[src/rtl/uart_denetleyici.sv]
// UART control block: register file, RX pop / TX push sequencing, sticky error flags and interrupt.
// Latency: req_i seen in IDLE -> ack_o next cycle; a WDATA write into a full TX queue waits,
// and the whole request-to-ack time is bounded by TX_TIMEOUT cycles, after which the byte is dropped.
// Ports: bus (req_i/we_i/addr_i/wdata_i -> rdata_o/ack_o), baud_div_o, RX queue side
// (rx_data_i/rx_full_i/rx_empty_i -> rx_re_o/rx_stall_o), TX queue side
// (tx_full_i/tx_empty_i -> tx_data_o/tx_we_o), level interrupt irq_o.
module uart_denetleyici #(
  parameter int unsigned TX_TIMEOUT     = 1024,
  parameter logic [15:0] RESET_BAUD_DIV = 16'd867
) (
  input  logic        clk_i,
  input  logic        rst_i,
  input  logic        req_i,
  input  logic        we_i,
  input  logic [4:0]  addr_i,
  input  logic [31:0] wdata_i,
  output logic [31:0] rdata_o,
  output logic        ack_o,
  output logic [15:0] baud_div_o,
  input  logic [7:0]  rx_data_i,
  input  logic        rx_full_i,
  input  logic        rx_empty_i,
  output logic        rx_re_o,
  output logic        rx_stall_o,
  output logic [7:0]  tx_data_o,
  output logic        tx_we_o,
  input  logic        tx_full_i,
  input  logic        tx_empty_i,
  output logic        irq_o
);

  localparam int unsigned CNT_W = $clog2(TX_TIMEOUT + 1);
  localparam logic [CNT_W-1:0] CNT_LAST = CNT_W'(TX_TIMEOUT - 1);

  localparam logic [2:0] A_CTRL   = 3'd0;
  localparam logic [2:0] A_STATUS = 3'd1;
  localparam logic [2:0] A_RDATA  = 3'd2;
  localparam logic [2:0] A_WDATA  = 3'd3;
  localparam logic [2:0] A_IRQ_EN = 3'd4;

  typedef enum logic [1:0] {
    IDLE    = 2'd0,
    RESP    = 2'd1,
    TX_WAIT = 2'd2
  } state_t;

  state_t           state;
  state_t           state_nxt;

  logic             tx_en;
  logic             rx_en;
  logic [15:0]      baud_div;
  logic [3:0]       irq_en;
  logic             rx_overrun;
  logic             tx_drop;
  logic             rx_underflow;
  logic             rx_full_q;
  logic [CNT_W-1:0] wait_cnt;
  logic [31:0]      rdata_q;
  logic [7:0]       tx_data_q;
  logic             pop_q;
  logic             push_q;
  logic             irq_q;

  logic [2:0]       sel;
  logic             start;
  logic             wd_write;
  logic             tx_timeout;
  logic [31:0]      rd_mux;
  logic [2:0]       sticky_set;
  logic [2:0]       sticky_clr;
  logic             unused_bits;

  assign sel      = addr_i[4:2];
  assign start    = (state == IDLE) && req_i;
  assign wd_write = we_i && (sel == A_WDATA);

  // The wait counter already includes the IDLE cycle, so this fires after TX_TIMEOUT-1 waits.
  assign tx_timeout = (state == TX_WAIT) && tx_full_i && (wait_cnt == CNT_LAST);

  assign rx_stall_o = ~rx_en | rx_full_i;
  assign baud_div_o = baud_div;
  assign tx_data_o  = tx_data_q;
  assign rdata_o    = rdata_q;
  assign irq_o      = irq_q;

  assign unused_bits = ^{addr_i[1:0], wdata_i[15:8]};

  // ---------------- FSM: state register ----------------
  always_ff @(posedge clk_i or posedge rst_i) begin
    if (rst_i) begin
      state <= IDLE;
    end else begin
      state <= state_nxt;
    end
  end

  // ---------------- FSM: next state ----------------
  always_comb begin
    state_nxt = state;
    case (state)
      IDLE: begin
        if (req_i) begin
          if (wd_write && tx_en && tx_full_i) begin
            state_nxt = TX_WAIT;
          end else begin
            state_nxt = RESP;
          end
        end
      end
      RESP: begin
        state_nxt = IDLE;
      end
      TX_WAIT: begin
        if (!tx_full_i || (wait_cnt == CNT_LAST)) begin
          state_nxt = RESP;
        end
      end
      default: begin
        state_nxt = IDLE;
      end
    endcase
  end

  // ---------------- FSM: outputs ----------------
  // Strobes are derived from RESP so they are exactly one cycle and clear on reset at once.
  always_comb begin
    ack_o   = 1'b0;
    rx_re_o = 1'b0;
    tx_we_o = 1'b0;
    if (state == RESP) begin
      ack_o   = 1'b1;
      rx_re_o = pop_q;
      tx_we_o = push_q;
    end
  end

  // ---------------- read mux ----------------
  always_comb begin
    rd_mux = 32'h0;
    case (sel)
      A_CTRL:   rd_mux = {baud_div, 14'h0, rx_en, tx_en};
      A_STATUS: rd_mux = {25'h0, rx_underflow, tx_drop, rx_overrun,
                          rx_empty_i, rx_full_i, tx_empty_i, tx_full_i};
      A_RDATA:  rd_mux = rx_empty_i ? 32'h0 : {24'h0, rx_data_i};
      A_IRQ_EN: rd_mux = {28'h0, irq_en};
      default:  rd_mux = 32'h0;
    endcase
  end

  // ---------------- TX wait counter ----------------
  // 1 on entry to TX_WAIT, +1 per waiting cycle, back to 0 whenever not waiting.
  always_ff @(posedge clk_i or posedge rst_i) begin
    if (rst_i) begin
      wait_cnt <= '0;
    end else if (state_nxt == TX_WAIT) begin
      wait_cnt <= wait_cnt + CNT_W'(1);
    end else begin
      wait_cnt <= '0;
    end
  end

  // ---------------- transaction capture ----------------
  always_ff @(posedge clk_i or posedge rst_i) begin
    if (rst_i) begin
      rdata_q   <= 32'h0;
      pop_q     <= 1'b0;
      push_q    <= 1'b0;
      tx_data_q <= 8'h0;
    end else begin
      if (start) begin
        rdata_q <= we_i ? 32'h0 : rd_mux;
        pop_q   <= !we_i && (sel == A_RDATA) && !rx_empty_i;
        push_q  <= wd_write && tx_en && !tx_full_i;
        if (wd_write && tx_en) begin
          tx_data_q <= wdata_i[7:0];
        end
      end else if (state == TX_WAIT) begin
        // Leaving on timeout means the queue is still full, so no push.
        push_q <= !tx_full_i;
      end
    end
  end

  // ---------------- configuration registers ----------------
  always_ff @(posedge clk_i or posedge rst_i) begin
    if (rst_i) begin
      tx_en    <= 1'b0;
      rx_en    <= 1'b0;
      baud_div <= RESET_BAUD_DIV;
      irq_en   <= 4'h0;
    end else if (start && we_i) begin
      if (sel == A_CTRL) begin
        tx_en    <= wdata_i[0];
        rx_en    <= wdata_i[1];
        baud_div <= wdata_i[31:16];
      end
      if (sel == A_IRQ_EN) begin
        irq_en <= wdata_i[3:0];
      end
    end
  end

  // ---------------- sticky flags ----------------
  // Bit order {rx_underflow, tx_drop, rx_overrun} matches STATUS[6:4]; a set beats a same-cycle clear.
  assign sticky_set = {start && !we_i && (sel == A_RDATA) && rx_empty_i,
                       tx_timeout,
                       rx_full_i && !rx_full_q && rx_en};
  assign sticky_clr = (start && we_i && (sel == A_STATUS)) ? wdata_i[6:4] : 3'b000;

  always_ff @(posedge clk_i or posedge rst_i) begin
    if (rst_i) begin
      rx_full_q    <= 1'b0;
      rx_overrun   <= 1'b0;
      tx_drop      <= 1'b0;
      rx_underflow <= 1'b0;
    end else begin
      rx_full_q    <= rx_full_i;
      rx_overrun   <= (rx_overrun   & ~sticky_clr[0]) | sticky_set[0];
      tx_drop      <= (tx_drop      & ~sticky_clr[1]) | sticky_set[1];
      rx_underflow <= (rx_underflow & ~sticky_clr[2]) | sticky_set[2];
    end
  end

  // ---------------- interrupt ----------------
  always_ff @(posedge clk_i or posedge rst_i) begin
    if (rst_i) begin
      irq_q <= 1'b0;
    end else begin
      irq_q <= |(irq_en & {tx_empty_i, tx_drop, rx_overrun, ~rx_empty_i});
    end
  end

endmodule

[config.mk]
export PLATFORM = sky130hd
export DESIGN_NAME = uart_denetleyici
export DESIGN_NICKNAME = d
export VERILOG_FILES = /design/src/rtl/uart_denetleyici.sv
export SDC_FILE = /design/constraint.sdc
export NUM_CORES = 1
export LEC_CHECK = 0
export CAP_MARGIN = 20
export CORE_MARGIN = 2
export CORE_UTILIZATION = 41
export CTS_CLUSTER_DIAMETER = 100
export DETAILED_ROUTE_END_ITERATION = 8
export PLACE_DENSITY = 0.87
export SETUP_SLACK_MARGIN = 0.05
export SYNTH_ARGS = -nofsm -noshare
export SYNTH_HDL_FRONTEND = slang
export SYNTH_SLANG_ARGS = --single-unit
[constraint.sdc]
create_clock -name clk_i -period 2.41 [get_ports clk_i]
set_input_delay 0.482 -clock clk_i [delete_from_list [all_inputs] [get_ports clk_i]]
set_output_delay 0.482 -clock clk_i [all_outputs]
set_load 0.02 [all_outputs]
==> impl_metrics.toml, run 1 <==
[outcome]
status = "finished, final reports clean"

[pwr]
powerDensity_mw_per_mm2 = 725
p_total_w = 0.00333
ir_worst_vdd_mv = 0.460
p_leak_nw = 1.98

[final_layout]
drive_gt1_frac = 0.192
syn_to_final_growth_pct = 42.5
nFillCells = 642
diodes = 0
multi_input_area_mm2 = 0.00125
final_nets = 424
seq_area_mm2 = 0.00186
fin_util = 0.597

[worst_hold_path]
holdCritPathClass = "reg -> reg"
hold_depth = 1
hold_start = "rx_full_q"
hold_end = "rx_overrun"

[synthesis]
avgSynthCellArea_um2 = 12.3
synth_edf_count = 0
yosys-top-cells-area = "dfrtp_1 53%, mux2_2 10%, a22o_1 6.3%"
yosys_warnings = 0
yosysUniqueCellTypes = 42
yosysSeqAreaShare = 0.577
synth_top_area_share = 0.528
synth-async-reset-ratio = 1.00
netlist_top_cells_count = "68 x dfrtp_1, 30 x mux2_2, 23 x a22o_1"
synth_seq_cells = 74
ys.flop_type = "dfrtp_1"
syn_inst = 261
yosysMostFrequentCell = "dfrtp_1"
syn_area_mm2 = 0.00322
synth_area_leader_cell = "dfrtp_1"

[setup_path]
cp-end-kind = "primary output"
r2r_cells = 6
required_ns = 1.93
worstSetupPathType = "reg -> out"
critPathLaunchType = "flip-flop"
crit_arrival_ns = 1.78
crit_fanout = 8
r2r_end = "wait_cnt[3]"
r2r_setup_slack_ns = 0.60
reg2reg_from = "wait_cnt[0]"

[die]
coreArea_mm2 = 0.00769
ioPinCount = 114
initial_core_util = 0.419
fp.dieArea_mm2 = 0.00859
die_w_um = 92.7
die_y_um = 92.7
placementRows = 32

[routing]
drtPass1Iterations = 4
vias = 2459
drc_errors = 0
drtAntennaViolNets = 0
vias_per_cell = 5.16
first_iter_violations = 207
avgRoutedWirePerCell_um = 16.3
routed_wl_mm = 7.75

[clock_tree]
ctsLongestPathBuffers = 2
post_cts_resized = 0
post_cts_buffers = 0
cts_sinks = 74
clk_pin_slew_ns = 0.08
cts_tree = "yes"
htreeDepth = 3
insertion_delay_ns = 0.35
numCtsBuffers = 9
holdBufCountCts = 0
clockRootBuffer = "clkbuf_8"

[sta]
whs_ns = 0.437
rsz0062_at_grt = "false"
slew_headroom = 0.650
final_max_slew_viol_count = 0
skew_ns = 0.0115
final.min_clock_period_ns = 2.26
setup_tns_ns = 0
setup_viol = 0
hold_violations = 0
max_clock_freq_ghz = 0.442
tightest_slew_ns = 0.519
fin_crit_sh = 0.940

[global_route]
grt_pass1_vias = 2495
grt_pass1_wl_mm = 12.2
grt_use_total = 0.185
grt_start_max_net_pins = 75
overflow = 0
antenna_found_initial = 0

[place]
io_buffers = 95
post-dp-hpwl_mm = 5.70
place_congestion = 0.851

[run]
max_cap_viol_count = 0
flip-flops by register name, summed over array words and instances, names as in the netlist, 2 cells and up:
name	count
wait_cnt	11
irq_en	4
state	2
tx_data_o	8
baud_div_o	16
rdata_o	24
power by group:
| group | switching [W] | total (W) | internal (W) |
|---|---|---|---|
| Sequential | 0.0000948 | 0.00148 | 0.00139 |
| Clock | 0.000468 | 0.00116 | 0.000693 |
| Combinational | 0.000321 | 0.000684 | 0.000363 |
per-layer routing:
metal | share of wire | track usage
met1 | 0.43 | 0.233
met4 | 0.021 | 0.0882
met5 | 0 | 0
met2 | 0.50 | 0.300
met3 | 0.045 | 0.0464
placed cells by master, fill, tap and decap left out, types with 7 or more instances in the layout:
cell type,count
clkdlybuf4s50_1,95
dfrtp_1,68
mux2_2,30
a22o_1,23
nand2_1,16
nor2_1,15
buf_4,14
o21ai_0,11
clkbuf_8,9
conb_1,8
nand3_1,7
worst max path at each step:
| stage | start | end | slack, ns | cells after the start |
|---|---|---|---|---|
| 6_report | state[1] | tx_we_o | 0.15 | 3 |
| 5_1_grt | state[1] | tx_we_o | 0.06 | 3 |
| 4_1_cts | state[1] | tx_we_o | 0.13 | 3 |
| 3_5_place_dp | req_i | baud_div_o[12] | 0.15 | 5 |
| 3_3_place_gp | req_i | baud_div_o[12] | 0.19 | 5 |
| 2_1_floorplan | rst_i | baud_div_o[10] | 0.06 | 1 |
final cells by class:
| class | count | share of cell area |
|---|---|---|
| clock inverters | 6 | 0.0251 |
| multi-input cells | 169 | 0.272 |
| flip-flops and latches | 74 | 0.405 |
| inverters | 5 | 0.00409 |
| well taps | 102 | 0.0278 |
| clock buffers | 10 | 0.0278 |
| repair buffers | 111 | 0.239 |
through the flow:
step | instances | area (um^2) | setup WS [ns]
2_1_floorplan | 268 | 3250 | 0.0563
3_3_place_gp | 461 | 4350 | 0.187
3_5_place_dp | 461 | 4350 | 0.154
4_1_cts | 477 | 4590 | 0.128
5_1_grt | 477 | 4590 | 0.0606
6_report | 477 | 4590 | 0.145
critical path: stages (launching register included):
cell and delay (ns):
dfrtp_1 0.45, and2b_1 0.27, and2_1 0.13, clkdlybuf4s50_1 0.59
cells by family after synthesis:
family / after synthesis / share of synthesized area
other: 1 / 0.00116
AO/OA/AOI/OAI: 52 / 0.125
XOR/XNOR: 8 / 0.0217
adder cells (fa/ha/maj): 1 / 0.00388
AND/OR/NAND/NOR: 68 / 0.116
flip-flops: 74 / 0.577
buffers and inverters: 25 / 0.0443
multiplexers: 32 / 0.111
(Power assumes the default switching activity.)
==> run 2, diff against run 1 <==
--- a/config.mk
+++ b/config.mk
@@ -10,6 +10,7 @@
 export CORE_UTILIZATION = 41
 export CTS_CLUSTER_DIAMETER = 100
 export DETAILED_ROUTE_END_ITERATION = 8
+export GPL_ROUTABILITY_DRIVEN = 0
 export PLACE_DENSITY = 0.87
 export SETUP_SLACK_MARGIN = 0.05
 export SYNTH_ARGS = -nofsm -noshare
==> results of run 2 <==
The final DEF is identical to that of run 1; final timing and power are the same.
==> run 3, diff against run 2 <==
--- a/config.mk
+++ b/config.mk
@@ -6,7 +6,7 @@
 export NUM_CORES = 1
 export LEC_CHECK = 0
 export CAP_MARGIN = 20
-export CORE_MARGIN = 2
+export CORE_MARGIN = 1.5
 export CORE_UTILIZATION = 41
 export CTS_CLUSTER_DIAMETER = 100
 export DETAILED_ROUTE_END_ITERATION = 8
==> run 3 against run 2 <==
Via count increased by 1.2%. Critical path depth unchanged. Flip-flop and latch count unchanged. Clock-buffer cell count unchanged. Final cell count decreased by 0.21%. Sequential power about the same. Cell area decreased by 0.27%. Global-route usage increased by 0.79 points. First-iteration DRC count decreased by 30%. Sequential share of layout area increased by 0.11 points. Clock power decreased by 3%. Critical path type unchanged. Largest power group unchanged.
==> impl_metrics.toml, run 3 (same netlist as run 1, synthesis figures left out) <==
[final_layout]
syn_to_final_growth_pct = 42.1
final_nets = 423
layout_commonest_cell = "clkdlybuf4s50_1"
drive_gt1_frac = 0.193
largest_reg_flops = 24
seq_area_mm2 = 0.00186
diodes = 0
fin_cells = 476
nFillCells = 615
mostFrequentLayoutCells = "94 x clkdlybuf4s50_1, 68 x dfrtp_1, 30 x mux2_2"
multi_input_area_mm2 = 0.00125

[place]
post-dp-hpwl_mm = 5.52
io_buffers = 95
place_ws_ns = 0.150
placed_cells = 460

[setup_path]
r2r_setup_slack_ns = 0.62
worstSetupPathType = "reg -> out"
required_ns = 1.93
crit_path_cell_trace = "and2b_1, and2_1, clkdlybuf4s50_1"
cp_num_buf_inv = 1
cp-startpoint = "state[1]"
reg2reg_from = "wait_cnt[0]"
worst_path_largest_cell_delay_ns = 0.59
cp_slowest_cell = "clkdlybuf4s50_1"
crit_cells = 3
r2r_cells = 6
endpoint = "tx_we_o"
crit_family = "buffers and inverters"
r2r_end = "wait_cnt[8]"
crit_arrival_ns = 1.80
crit_fanout = 8
cp-end-kind = "primary output"
critPathLaunchType = "flip-flop"

[clock_tree]
cts_tree = "yes"
clockRootBuffer = "clkbuf_8"
clk_pin_slew_ns = 0.08
ctsLongestPathBuffers = 2
cts_sinks = 74
htreeDepth = 3
post_cts_resized = 0
post_cts_buffers = 0
holdBufCountCts = 0
insertion_delay_ns = 0.36
numCtsBuffers = 9

[worst_hold_path]
holdCritPathClass = "reg -> reg"

[sta]
final.min_clock_period_ns = 2.29
final_max_slew_viol_count = 0
setup_viol = 0
max_clock_freq_ghz = 0.438
setup_tns_ns = 0
hold_violations = 0
rsz0062_at_grt = "false"
fin_crit_sh = 0.948
setup_slack_ns = 0.125
skew_ns = 0.0128
whs_ns = 0.450

[routing]
drtPass1Iterations = 4
drc_errors = 0
avgRoutedWirePerCell_um = 16.2
vias = 2489
vias_per_cell = 5.23
drtAntennaViolNets = 0
first_iter_violations = 144
routed_wl_mm = 7.71

[global_route]
antenna_found_initial = 0
grt_start_max_net_pins = 75
grt_pass1_vias = 2449
grt_use_total = 0.193
overflow = 0
grt_pass1_wl_mm = 12.4

[pwr]
ir_worst_vdd_mv = 0.427
p_leak_nw = 1.99
p_total_w = 0.00329
powerDensity_mw_per_mm2 = 718

[die]
fp.dieArea_mm2 = 0.00840
coreArea_mm2 = 0.00769
ioPinCount = 114
placementRows = 32
die_w_um = 91.7
initial_core_util = 0.419
die_y_um = 91.7

[outcome]
status = "finished, final reports clean"

[run]
max_cap_viol_count = 0
run 3: worst min path at each step:
stage                    from         end  slack [ns]  depth (start not counted)
floorplan           rx_full_q  rx_overrun        0.41                          1
global placement    rx_full_q  rx_overrun        0.41                          1
detailed placement  rx_full_q  rx_overrun        0.45                          1
CTS                 rx_full_q  rx_overrun        0.46                          1
global route        rx_full_q  rx_overrun        0.46                          1
finish              rx_full_q  rx_overrun        0.45                          1
run 3: area by class of cell:
type,instances,share of cell area
Sequential cell,74,0.406
Multi-Input combinational cell,169,0.272
Timing Repair Buffer,110,0.238
Clock buffer,10,0.0301
Tap cell,102,0.0279
Clock inverter,6,0.0213
Inverter,5,0.00410
run 3: power breakdown:
group,leakage [nW],total (W),internal (W),switching [W]
Sequential,0.974,0.00149,0.00139,0.0000980
Clock,0.119,0.00112,0.000626,0.000491
Combinational,0.902,0.000686,0.000362,0.000323
Total,1.99,0.00329,0.00238,0.000913
run 3: per-stage QoR:
step	util	instance area, um^2
after global routing	0.596	4580
final	0.596	4580
after global placement	0.565	4340
after floorplan	-	3250
after detailed placement	0.565	4340
after CTS	0.595	4580
run 3: metal layers:
| layer | track usage | share of wire | vias up |
|---|---|---|---|
| met1 | 0.254 | 0.43 | 1224 |
| met4 | 0.0990 | 0.036 | 0 |
| met2 | 0.302 | 0.48 | 91 |
| met5 | 0 | 0 | - |
| met3 | 0.0406 | 0.057 | 20 |
| li1 | - | - | 1154 |
